===== src/rtl/arbiter_puf_engine.sv =====
// rtl/arbiter_puf_engine.sv - sequential arbiter-PUF evaluation engine with jitter and majority voting
//
// Runs M delay-race chains of N stages, one stage per clock, then arbitrates
// each chain. The whole race is repeated VOTES times and majority-voted.
//   clk        rising-edge clock
//   rst        synchronous active-high reset
//   start      request pulse, accepted only while idle
//   challenge  N-bit challenge, latched when start is accepted
//   busy       high whenever an evaluation is in progress
//   done       one-cycle pulse; response/unstable are valid from this cycle
//   response   M-bit majority-voted response, held until the next done
//   unstable   per-chain flag, set when the votes were not unanimous
module arbiter_puf_engine #(
    parameter int                      N       = 4,
    parameter int                      M       = 1,
    parameter int                      DW      = 4,
    parameter logic [2*N*M*DW-1:0]     DELAY   = 32'h12121212,
    parameter int                      VOTES   = 1,
    parameter int                      NOISE_W = 0
) (
    input  logic         clk,
    input  logic         rst,
    input  logic         start,
    input  logic [N-1:0] challenge,
    output logic         busy,
    output logic         done,
    output logic [M-1:0] response,
    output logic [M-1:0] unstable
);

    // Accumulators hold at most N delays plus N jitter values of DW bits each.
    localparam int AW = DW + 1 + $clog2(N);
    localparam int SW = (N > 1) ? $clog2(N) : 1;
    localparam int VW = $clog2(VOTES + 1);

    localparam logic [1:0] S_IDLE = 2'd0;
    localparam logic [1:0] S_RACE = 2'd1;
    localparam logic [1:0] S_ARB  = 2'd2;

    localparam logic [15:0]   JMASK     = 16'((32'd1 << NOISE_W) - 32'd1);
    localparam logic [SW-1:0] LAST_STG  = SW'(N - 1);
    localparam logic [VW-1:0] LAST_VOTE = VW'(VOTES - 1);
    localparam logic [VW-1:0] HALF      = VW'(VOTES / 2);
    localparam logic [VW-1:0] ALL_VOTES = VW'(VOTES);
    localparam logic [VW-1:0] ONE       = VW'(1);

    logic [1:0]    state;
    logic [SW-1:0] stage;
    logic [VW-1:0] votes_done;
    logic [N-1:0]  chal_q;
    logic [15:0]   lfsr;
    logic          lfsr_fb;
    logic [AW-1:0] jit;

    logic [AW-1:0] top_q  [M];
    logic [AW-1:0] bot_q  [M];
    logic [AW-1:0] top_nx [M];
    logic [AW-1:0] bot_nx [M];
    logic [AW-1:0] d_top  [M];
    logic [AW-1:0] d_bot  [M];
    logic [VW-1:0] ones_q [M];
    logic [VW-1:0] ones_nx[M];
    logic [M-1:0]  win;
    logic [M-1:0]  resp_nx;
    logic [M-1:0]  unst_nx;

    assign busy    = (state != S_IDLE);
    assign lfsr_fb = lfsr[15] ^ lfsr[13] ^ lfsr[12] ^ lfsr[10];
    // Jitter is the low NOISE_W bits of the LFSR; the mask is zero when jitter is off.
    assign jit     = AW'(lfsr & JMASK);

    always_comb begin
        for (int m = 0; m < M; m++) begin
            d_top[m] = {{(AW-DW){1'b0}}, DELAY[DW*(2*(m*N+int'(stage)))   +: DW]};
            d_bot[m] = {{(AW-DW){1'b0}}, DELAY[DW*(2*(m*N+int'(stage))+1) +: DW]};
            // A crossed stage swaps which running total feeds each output path.
            if (chal_q[stage]) begin
                top_nx[m] = bot_q[m] + d_top[m] + jit;
                bot_nx[m] = top_q[m] + d_bot[m];
            end else begin
                top_nx[m] = top_q[m] + d_top[m] + jit;
                bot_nx[m] = bot_q[m] + d_bot[m];
            end
            // Ties resolve to 0: the top edge must arrive strictly first.
            win[m]     = (top_q[m] < bot_q[m]);
            ones_nx[m] = win[m] ? (ones_q[m] + ONE) : ones_q[m];
            resp_nx[m] = (ones_nx[m] > HALF);
            unst_nx[m] = (ones_nx[m] != '0) && (ones_nx[m] != ALL_VOTES);
        end
    end

    always_ff @(posedge clk) begin
        if (rst) begin
            state      <= S_IDLE;
            stage      <= '0;
            votes_done <= '0;
            chal_q     <= '0;
            lfsr       <= 16'hACE1;
            done       <= 1'b0;
            response   <= '0;
            unstable   <= '0;
            for (int m = 0; m < M; m++) begin
                top_q[m]  <= '0;
                bot_q[m]  <= '0;
                ones_q[m] <= '0;
            end
        end else begin
            done <= 1'b0;
            case (state)
                S_IDLE: begin
                    if (start) begin
                        chal_q     <= challenge;
                        stage      <= '0;
                        votes_done <= '0;
                        for (int m = 0; m < M; m++) begin
                            top_q[m]  <= '0;
                            bot_q[m]  <= '0;
                            ones_q[m] <= '0;
                        end
                        state <= S_RACE;
                    end
                end
                S_RACE: begin
                    for (int m = 0; m < M; m++) begin
                        top_q[m] <= top_nx[m];
                        bot_q[m] <= bot_nx[m];
                    end
                    lfsr <= {lfsr[14:0], lfsr_fb};
                    if (stage == LAST_STG) begin
                        stage <= '0;
                        state <= S_ARB;
                    end else begin
                        stage <= stage + SW'(1);
                    end
                end
                S_ARB: begin
                    for (int m = 0; m < M; m++) begin
                        ones_q[m] <= ones_nx[m];
                        top_q[m]  <= '0;
                        bot_q[m]  <= '0;
                    end
                    if (votes_done == LAST_VOTE) begin
                        response <= resp_nx;
                        unstable <= unst_nx;
                        done     <= 1'b1;
                        state    <= S_IDLE;
                    end else begin
                        votes_done <= votes_done + ONE;
                        state      <= S_RACE;
                    end
                end
                default: state <= S_IDLE;
            endcase
        end
    end

endmodule


===== config.mk =====
export PLATFORM = sky130hd
export DESIGN_NAME = arbiter_puf_engine
export DESIGN_NICKNAME = d
export VERILOG_FILES = /design/src/rtl/arbiter_puf_engine.sv
export SDC_FILE = /design/constraint.sdc
export NUM_CORES = 1
export LEC_CHECK = 0
export CAP_MARGIN = 25
export CORE_ASPECT_RATIO = 0.75
export CORE_MARGIN = 2
export CORE_UTILIZATION = 62
export CTS_CLUSTER_DIAMETER = 60
export CTS_CLUSTER_SIZE = 14
export DETAILED_ROUTE_END_ITERATION = 10
export DONT_BUFFER_PORTS = 1
export GPL_TIMING_DRIVEN = 0
export PLACE_DENSITY = 0.76
export SKIP_LAST_GASP = 1
export SLEW_MARGIN = 20
export SYNTH_ARGS = -nofsm -noshare
export SYNTH_HDL_FRONTEND = slang
export SYNTH_SLANG_ARGS = --single-unit

===== constraint.sdc =====
create_clock -name clk -period 3.2 [get_ports clk]
set_clock_uncertainty 0.05 [all_clocks]
set_input_delay 0 -clock clk [delete_from_list [all_inputs] [get_ports clk]]
set_output_delay 0 -clock clk [all_outputs]
set_load 0.005 [all_outputs]

Yosys cells after proc, flatten, opt, wreduce, memory -nomap -nowiden. Memories as Yosys holds them, arrays and structs flattened. Cells that the tools add are included.

Add/subtract/negate cells: 8. Multiply operators: 0. Div/mod/pow operators: 0. $lt $le $gt $ge: 3. Eq/ne operators: 5. Shifts and indexed selects: 2. Multiplexer cells: 44. Bitwise logic cells: 2. Reduce and logical (&&, ||, !) cells: 18.

Operators by type and width (count): 2-to-1 mux 7 bit (8); OR reduction 7 bit (6); variable part select 32 x 6 -> 4 bit, first input constant (1); variable part select 32 x 7 -> 4 bit, first input constant (1); adder 7 x 4 -> 7 bit (4); 2-to-1 mux 1 bit (28); AND reduction 2 bit (5); 2-to-1 mux 2 bit (4); < comparator 7 bit (1); case mux 2 bit (3 select lines) (1); nonzero test 2 bit (3); adder 3 x 1 -> 4 bit, second input constant (1); == test 2 bit, second input constant (2); != test 2 bit, second input constant (2); case mux 2 bit (2 select lines) (1); < comparator 2 x 3 -> 1 bit, second input constant (1); adder 1 bit, second input constant (2); adder 2 x 1 -> 2 bit, second input constant (1); binary-select mux 1 bit (select 2 bit) (1); == test 2 x 1 -> 1 bit, second input constant (1); zero test 2 bit (1); NOT 1 bit (2); case mux 1 bit (2 select lines) (1); OR reduction 1 bit (2); 2 further kinds (2).

Register bits: 11. Bits in latches: 0. Bits in writable memories: 15. Memory bits (read-only): 0. Input port bits: 7. Output and inout port bits: 4. Word-level logic and storage cells: 91. Memories: 3.

Memories: bot_q (depth 1, bits a word 7, rd ports 1, clocked after memory_dff 0, write ports 1, line 56) `logic [AW-1:0] bot_q [M];`; top_q (depth 1, bits a word 7, rd ports 1, clocked after memory_dff 0, write ports 1, line 55) `logic [AW-1:0] top_q [M];`; ones_q (depth 1, bits a word 1, rd ports 1, clocked after memory_dff 0, write ports 1, line 61) `logic [VW-1:0] ones_q [M];`.

Logic depth before layout (Yosys ltp). Gate-level depths: netlist of run 1.

Depth in word-level cells: 8. Mapped depth: 10.

Least setup slack after synthesis of run 1. OpenSTA, ideal clock, no wires.

Path kind: register to register. Start: register stage[0]. End: memory bot_q[0][6] in the netlist's numbering (data pin). Library setup time: 0.167 ns. Arrival time: 2.113 ns. Setup slack: 0.870 ns. Cell stages (with the launch flop): 9. Buffers on the path: 1. Period minus slack after synthesis: 2.330 ns. Path through: dfxtp_1 > mux4_2 > buf_6 > mux2_4 > ha_1 > nand4_1 > xnor2_1 > nor2_1 > a211oi_1.

Longest elaborated chain between the ends: 6. Elaborated cells on any way between the ends: 9.

Ends and longest elaborated chain: start: declaration (line 48) `logic [SW-1:0] stage;`; start signal: assignment (line 133) `stage <= stage + SW'(1);`; adder 3 x 1 -> 4 bit (line 75) `d_bot[m] = {{(AW-DW){1'b0}}, DELAY[DW*(2*(m*N+int'(stage))+1) +: DW]};`; variable part select 32 x 7 -> 4 bit (line 75); adder 7 x 4 -> 7 bit (on tied branches) (line 82, 79); 2-to-1 mux 7 bit * (line 77) `if (chal_q[stage]) begin`; 2-to-1 mux 7 bit (no source line) * (2 in a row); end: declaration (line 56).

Every way passes the cells marked *; elsewhere a longest branch is shown, timed or not. The select of a mux whose other input is x is not followed.

Worst setup path after layout of run 1.
Start: register state[0]. End: register chal_q[2].

Longest elaborated chain between the ends: 2.

Ends and longest elaborated chain: start: declaration (line 47) `logic [1:0] state;`; start signal: assignment (line 94) `state <= S_IDLE;`; start signal: assignment (line 120) `state <= S_RACE;`; start signal: assignment (line 131) `state <= S_ARB;`; zero test 2 bit (line 109) `case (state)`; AND reduction 2 bit (no source line); end signal: assignment (line 112) `chal_q <= challenge;`; end: declaration (line 50) `logic [N-1:0] chal_q;`.

Every way passes these cells. A chain may end at the register's enable or synchronous reset.

==> out/results.tsv, run 1 <==
stage	metric	value	unit
timing	fin_tns_setup	0	ns
final_layout	diodes	0	
final_layout	multi_input_area	848	um^2
job	drv_cap	0	
power_and_ir_drop	power.leakage	0.682	nW
clock_tree	htreeDepth	1	
global_route	antenna_found_initial	0	
route	via_count	1216	
clock_tree	cts_tree	built	
timing	max_freq	353	MHz
synth	synth_top_area_share	28.4	%
route	wl_per_cell	14.2	um
synth	synth_edf_count	15	
synth	synth_adder_area_share	7.11	%
synth	synth.avg_cell_area	9.54	um^2
final_layout	seqCellArea	651	um^2
timing	fin_hold_ws	0.0268	ns
global_route	grt_overflow	0	
place	dp_hpwl	2.12	mm
global_route	grt_pass1_wl	5.26	mm
final_layout	final_area	0.00177	mm^2
synth	yosys.area_share.simple	18.1	%
route	drt_first_iter_violations	65	
synth	synth.top_cells.by_count	nor2_1, edfxtp_1, inv_1, xnor2_1, dfxtp_1	
clock_tree	cts.sinks	25	
clock_tree	cts_buffers	3	
power_and_ir_drop	ir_drop	334	uV
final_layout	drive_gt1_share	9.34	%
place	io_buffers	0	
clock_tree	path_clk_slew	0.14	ns
place	dp_cells	200	
final_layout	num-fill-cells	188	
timing	setup_viol	0	
synth	async_flop_share	0	%
synth	synth_mux_area_share	10.5	%
clock_tree	cts_resized	0	
power_and_ir_drop	p_clk_share	21.0	%
synth	synth.area.top_cells	edfxtp_1, dfxtp_1, ha_1, nor2_1, xnor2_1	
synth	yosysSeqAreaShare	41.1	%
worst_setup_path	cp_max_fo	9	
die	fp.dieH	47.8	um
power_and_ir_drop	power_switching	0.199	mW
clock_tree	cts_root_buffer	clkbuf_4	
die	die_w	62.4	um
synth	yosysTopAreaCell	edfxtp_1	
timing	fin_crit_sh	88.4	%
die	rows	15	
die	initial_utilization	67.0	%
timing	drv_slew	0	
power_and_ir_drop	internal_power	0.483	mW
final_layout	final_core_util	75.0	%
timing	rsz0062_at_grt	false	
clock_tree	post-cts-setup-buffers	0	
synth	synth_cells	166	
synth	ys_warn_count	0	
global_route	grt_usage	24.0	%
die	ios	11	
die	die_area	0.00298	mm^2
clock_tree	hold_buffers	12	
synth	synth_top_family_by_area	simple AND/OR/NAND/NOR gates	
power_and_ir_drop	switching_share	29.2	%
synth	ys_ff_latch	25	
synth	synth_compound_area_share	8.77	%
outcome	status	finished, final reports clean	
synth	synth_ff_type	edfxtp_1	
place	routabilityCongestion	0.901	
global_route	grt_pass1_vias	1142	
final_layout	final_nets	199	
timing	finalWorstPathRequiredPeriod	2.83	ns
clock_tree	clk_latency	0.33	ns
synth	ys_types	34	
synth	netlist_area	0.00158	mm^2
route	drcViolationCount	0	
global_route	grt_max_degree	15	
synth	yosysMostFrequentCell	nor2_1	
power_and_ir_drop	p_comb_share	21.9	%
worst_setup_path	start_kind	register	
worst_setup_path	worstPathRequired	3.38	ns
route	ant_nets	0	
route	vias_per_cell	5.63	
worst_setup_path	cp.arrival	3.01	ns
worst_hold_path	hold_class	input pin to register	
synth	synth-xor-area-share	8.85	%
synth	synth_fp_nets	182	
timing	hold_viol	0	
route	routed_wirelength	3.07	mm
worst_setup_path	end_kind	register	
final_layout	stdcell_count	216	
final_layout	synthToLayoutAreaGrowth	12.0	%
power_and_ir_drop	seq_power_share	57.1	%
die	coreArea	0.00236	mm^2
clock_tree	cts_buffer_depth	2	
place	place_area	0.00163	mm^2
power_and_ir_drop	cellPowerDensity	385	mW/mm^2
route	dr.pass1.iters	4	
worst_setup_path	critical_path_class	register to register	
## critical path: stages (launching register included)
cell           delay [ns]
dfxtp_1              0.32
buf_2                0.16
or2_2                0.33
nor2_1               0.40
mux2i_1              0.28
dlygate4sd3_1        0.60
nor2_1               0.04
dlygate4sd3_1        0.56
## path summary, 6_finish.rpt
| path | start | to | slack [ns] | cells after the start |
|---|---|---|---|---|
| max | state[0]$_SDFFE_PP0P_ | chal_q[2]$_SDFFE_PP0P_ | 0.37 | 7 |
| min | start | chal_q[3]$_SDFFE_PP0P_ | 0.03 | 4 |
| max reg2reg | state[0]$_SDFFE_PP0P_ | chal_q[2]$_SDFFE_PP0P_ | 0.37 | 7 |
| min reg2reg | response$_SDFFE_PP0N_ | response$_SDFFE_PP0N_ | 0.47 | 2 |
## registers in the layout, summed over array words and instances, names as in the netlist
| name | flops |
|---|---|
| bot_q | 7 |
| chal_q | 4 |
| done | 1 |
| ones_q | 1 |
| response | 1 |
| stage | 2 |
| state | 2 |
| top_q | 7 |
## power by group through the flow
stage / clock network [mW] / registers [mW] / logic [mW]
floorplan: 0 / 0.388 / 0.110
global placement: 0 / 0.395 / 0.128
detailed placement: 0 / 0.396 / 0.132
CTS: 0.147 / 0.389 / 0.147
global route: 0.157 / 0.393 / 0.166
finish: 0.143 / 0.390 / 0.149
## cells by family after synthesis
family,Yosys count
AND/OR/NAND/NOR,62
buffers and inverters,19
XOR/XNOR,16
multiplexers,13
other,1
AO/OA/AOI/OAI,21
adder cells (fa/ha/maj),9
flip-flops,25
## layout make-up
type	count	share of cell area (%)
Buffer	8	2.47
Clock buffer	3	1.27
Clock inverter	1	0.282
Inverter	11	2.33
Multi-Input combinational cell	122	47.8
Sequential cell	25	36.7
Tap cell	34	2.40
Timing Repair Buffer	12	6.77
## per-stage QoR
stage          worst slack, ns  total power [mW]
2_1_floorplan            0.870             0.498
3_3_place_gp             0.731             0.523
3_5_place_dp             0.688             0.528
4_1_cts                  0.519             0.683
5_1_grt                  0.261             0.717
6_report                 0.370             0.682
## cells in the final DEF (no fill, tap or decap), drive strengths merged
master / n
and2: 1
dlygate4sd3: 12
nand2: 8
nor2b: 1
or2: 3
a31oi: 1
o21ai: 4
o21bai: 2
clkinv: 1
and3: 2
buf: 4
nand4: 5
xor2: 5
edfxtp: 15
clkbuf: 7
mux4: 1
inv: 11
conb: 1
a2bb2oi: 1
nand2b: 3
nor3: 4
a211oi: 7
a21oi: 5
dfxtp: 10
xnor2: 11
mux2i: 9
ha: 9
nand3: 9
mux2: 3
nor2: 26
a21o: 1
## routing by layer
metal / share of wire, % / track usage (%) / up-vias / wire length (um)
met5: 0 / 0 / - / 0
met4: 1.1 / 7.11 / 0 / 34
met3: 5.9 / 5.65 / 5 / 181
met2: 45 / 42.4 / 33 / 1380
met1: 48 / 31.0 / 571 / 1470
li1: - / - / 607 / -
Note: power is estimated with default switching activity, not from simulation.
==> inputs of run 2 (changes only) <==
Settings changed: HOLD_SLACK_MARGIN set to 0.15, PLACE_DENSITY 0.76 to 0.75.
==> out/results.tsv, run 2 (synthesized netlist as in run 1, its figures left out) <==
stage	metric	value	unit	change
outcome	status	finished, final reports clean		
place	io_buffers	0		unchanged
timing	max_freq	347	MHz	-1.7%
global_route	grt_max_degree	15		unchanged
worst_setup_path	cpPeakStageDelay	0.60	ns	about the same
final_layout	most-common-layout-cells	nor2_1, edfxtp_1, dlygate4sd3_1		
final_layout	mostFrequentLayoutCell	nor2_1		
global_route	grt_overflow	0		unchanged
final_layout	multi_input_area	848	um^2	unchanged
worst_hold_path	hold-path-endpoint	bot_q[0][4]$_SDFFCE_PP0P_		
worst_hold_path	hold_depth	3		-1
job	drv_cap	0		unchanged
worst_setup_path	worstPathRequired	3.39	ns	about the same
place	routabilityCongestion	0.913		+1.3%
worst_setup_path	rr_endpoint	chal_q[2]$_SDFFE_PP0P_		
worst_setup_path	cp.arrival	3.07	ns	+0.06 ns
clock_tree	cts_root_buffer	clkbuf_4		
final_layout	stdcell_count	218		+0.93%
timing	fin_crit_sh	90.0	%	+1.6 points
worst_setup_path	critical_path_class	register to register		
die	die_w	62.4	um	unchanged
final_layout	reg_top3	bot_q x7, top_q x7, chal_q x4		
timing	fin_tns_setup	0	ns	unchanged
route	drcViolationCount	0		unchanged
clock_tree	cts.sinks	25		unchanged
worst_setup_path	end_kind	register		
global_route	grt_usage	25.1	%	+1.0 points
clock_tree	cts_buffers	3		unchanged
power_and_ir_drop	cellPowerDensity	387	mW/mm^2	+0.54%
final_layout	drive_gt1_share	8.70	%	-0.65 points
clock_tree	post-cts-setup-buffers	0		unchanged
place	place_area	0.00163	mm^2	unchanged
place	dp_cells	200		unchanged
final_layout	final_nets	201		+1.0%
power_and_ir_drop	power.leakage	0.689	nW	+0.93%
timing	worst_pin_slew	0.564	ns	
worst_setup_path	cp-startpoint	state[0]$_SDFFE_PP0P_		
worst_hold_path	hold_class	input pin to register		
worst_hold_path	worstHoldStart	rst		
global_route	grt_pass1_vias	1120		-1.9%
worst_setup_path	r2r_start	state[0]$_SDFFE_PP0P_		
final_layout	num-fill-cells	182		-3.2%
route	ant_nets	0		unchanged
clock_tree	cts_buffer_depth	2		unchanged
worst_setup_path	r2r_slack	0.32	ns	-0.05 ns
route	drt_first_iter_violations	63		-3.1%
final_layout	synthToLayoutAreaGrowth	13.2	%	
die	die_area	0.00298	mm^2	unchanged
route	routed_wirelength	3.30	mm	+7.7%
die	fp.dieH	47.8	um	unchanged
final_layout	diodes	0		unchanged
timing	setup_viol	0		unchanged
die	ios	11		unchanged
worst_setup_path	cp_max_fo	9		unchanged
route	via_count	1221		+0.41%
clock_tree	clk_latency	0.33	ns	about the same
die	initial_utilization	67.0	%	unchanged
global_route	antenna_found_initial	0		unchanged
die	rows	15		unchanged
clock_tree	htreeDepth	1		unchanged
die	coreArea	0.00236	mm^2	unchanged
worst_setup_path	start_kind	register		
worst_setup_path	worstPathCellList	buf_2, or2_2, nor2_1, mux2i_1, dlygate4sd3_1, nor2_1, dlygate4sd3_1		
timing	finalWorstPathRequiredPeriod	2.88	ns	+0.0501 ns
place	dp_hpwl	2.13	mm	+0.60%
power_and_ir_drop	ir_drop	304	uV	-9.1%
timing	rsz0062_at_grt	false		
clock_tree	cts_tree	built		
worst_setup_path	worst_r2r_path_depth	7		unchanged
final_layout	seqCellArea	651	um^2	unchanged
route	wl_per_cell	15.2	um	+6.7%
timing	hold_viol	0		unchanged
route	dr.pass1.iters	4		unchanged
timing	drv_slew	0		unchanged
global_route	grt_pass1_wl	5.49	mm	+4.3%
timing	slew_headroom	62.3	%	
final_layout	final_area	0.00179	mm^2	+1.1%
clock_tree	path_clk_slew	0.14	ns	about the same
worst_setup_path	critPathSlowestCell	dlygate4sd3_1		
route	vias_per_cell	5.60		-0.51%
## run 2: cell types whose count changed in the layout (fill, tap and decap cells not counted), sizes merged
cell,change
dlygate4sd3,+2
clkinv,-1
clkbuf,+1
## run 2: power by group
part           total, mW  internal [mW]  switching, mW
clock              0.148         0.0490         0.0992
sequential         0.391          0.363         0.0276
combinational      0.154         0.0755         0.0787
## run 2: worst max-delay path, delay by kind of cell (launching register included)
family	cells	cell delay, ns
DFF	1	0.32
buffers and inverters	3	1.32
and+or+nand+nor	3	0.82
muxes	1	0.29
## run 2: cell type report
type                       instances  area share, %
tap                               34           2.37
clock buffer                       4           1.47
inverter                          11           2.30
buffer                             8           2.44
timing repair buffer              14           7.82
sequential                        25           36.3
multi-input combinational        122           47.3
## run 2: metrics by stage
step | total power, mW | setup WS, ns | util, % | hold WS [ns]
global placement | 0.523 | 0.732 | 68.8 | 0.104
CTS | 0.689 | 0.523 | 75.8 | 0.166
global route | 0.728 | 0.241 | 75.8 | 0.182
floorplan | 0.498 | 0.870 | - | 0.0972
detailed placement | 0.529 | 0.698 | 68.8 | 0.114
finish | 0.693 | 0.320 | 75.8 | 0.163
## run 2: how the worst max path moves through the flow
stage	slack [ns]	cells past startpoint	to
2_1_floorplan	0.87	8	bot_q[0][6]$_SDFFCE_PP0P_
3_3_place_gp	0.73	8	bot_q[0][4]$_SDFFCE_PP0P_
3_5_place_dp	0.70	8	bot_q[0][6]$_SDFFCE_PP0P_
4_1_cts	0.52	7	chal_q[0]$_SDFFE_PP0P_
5_1_grt	0.24	7	chal_q[2]$_SDFFE_PP0P_
6_report	0.32	7	chal_q[2]$_SDFFE_PP0P_
## run 2: what timing repair did
action | in CTS | in global routing
hold buffers | 14 | 0
endpoints found under the setup margin | 0 | 0
hold endpoints to repair | 25 | 0
resized for setup | 0 | 0
## run 2: routing by layer
layer / wire [um] / vias to the layer above / track usage, %
li1: - / 609 / -
met4: 14 / 0 / 4.44
met2: 1500 / 27 / 43.0
met3: 174 / 2 / 6.12
met1: 1610 / 583 / 33.9
met5: 0 / - / 0
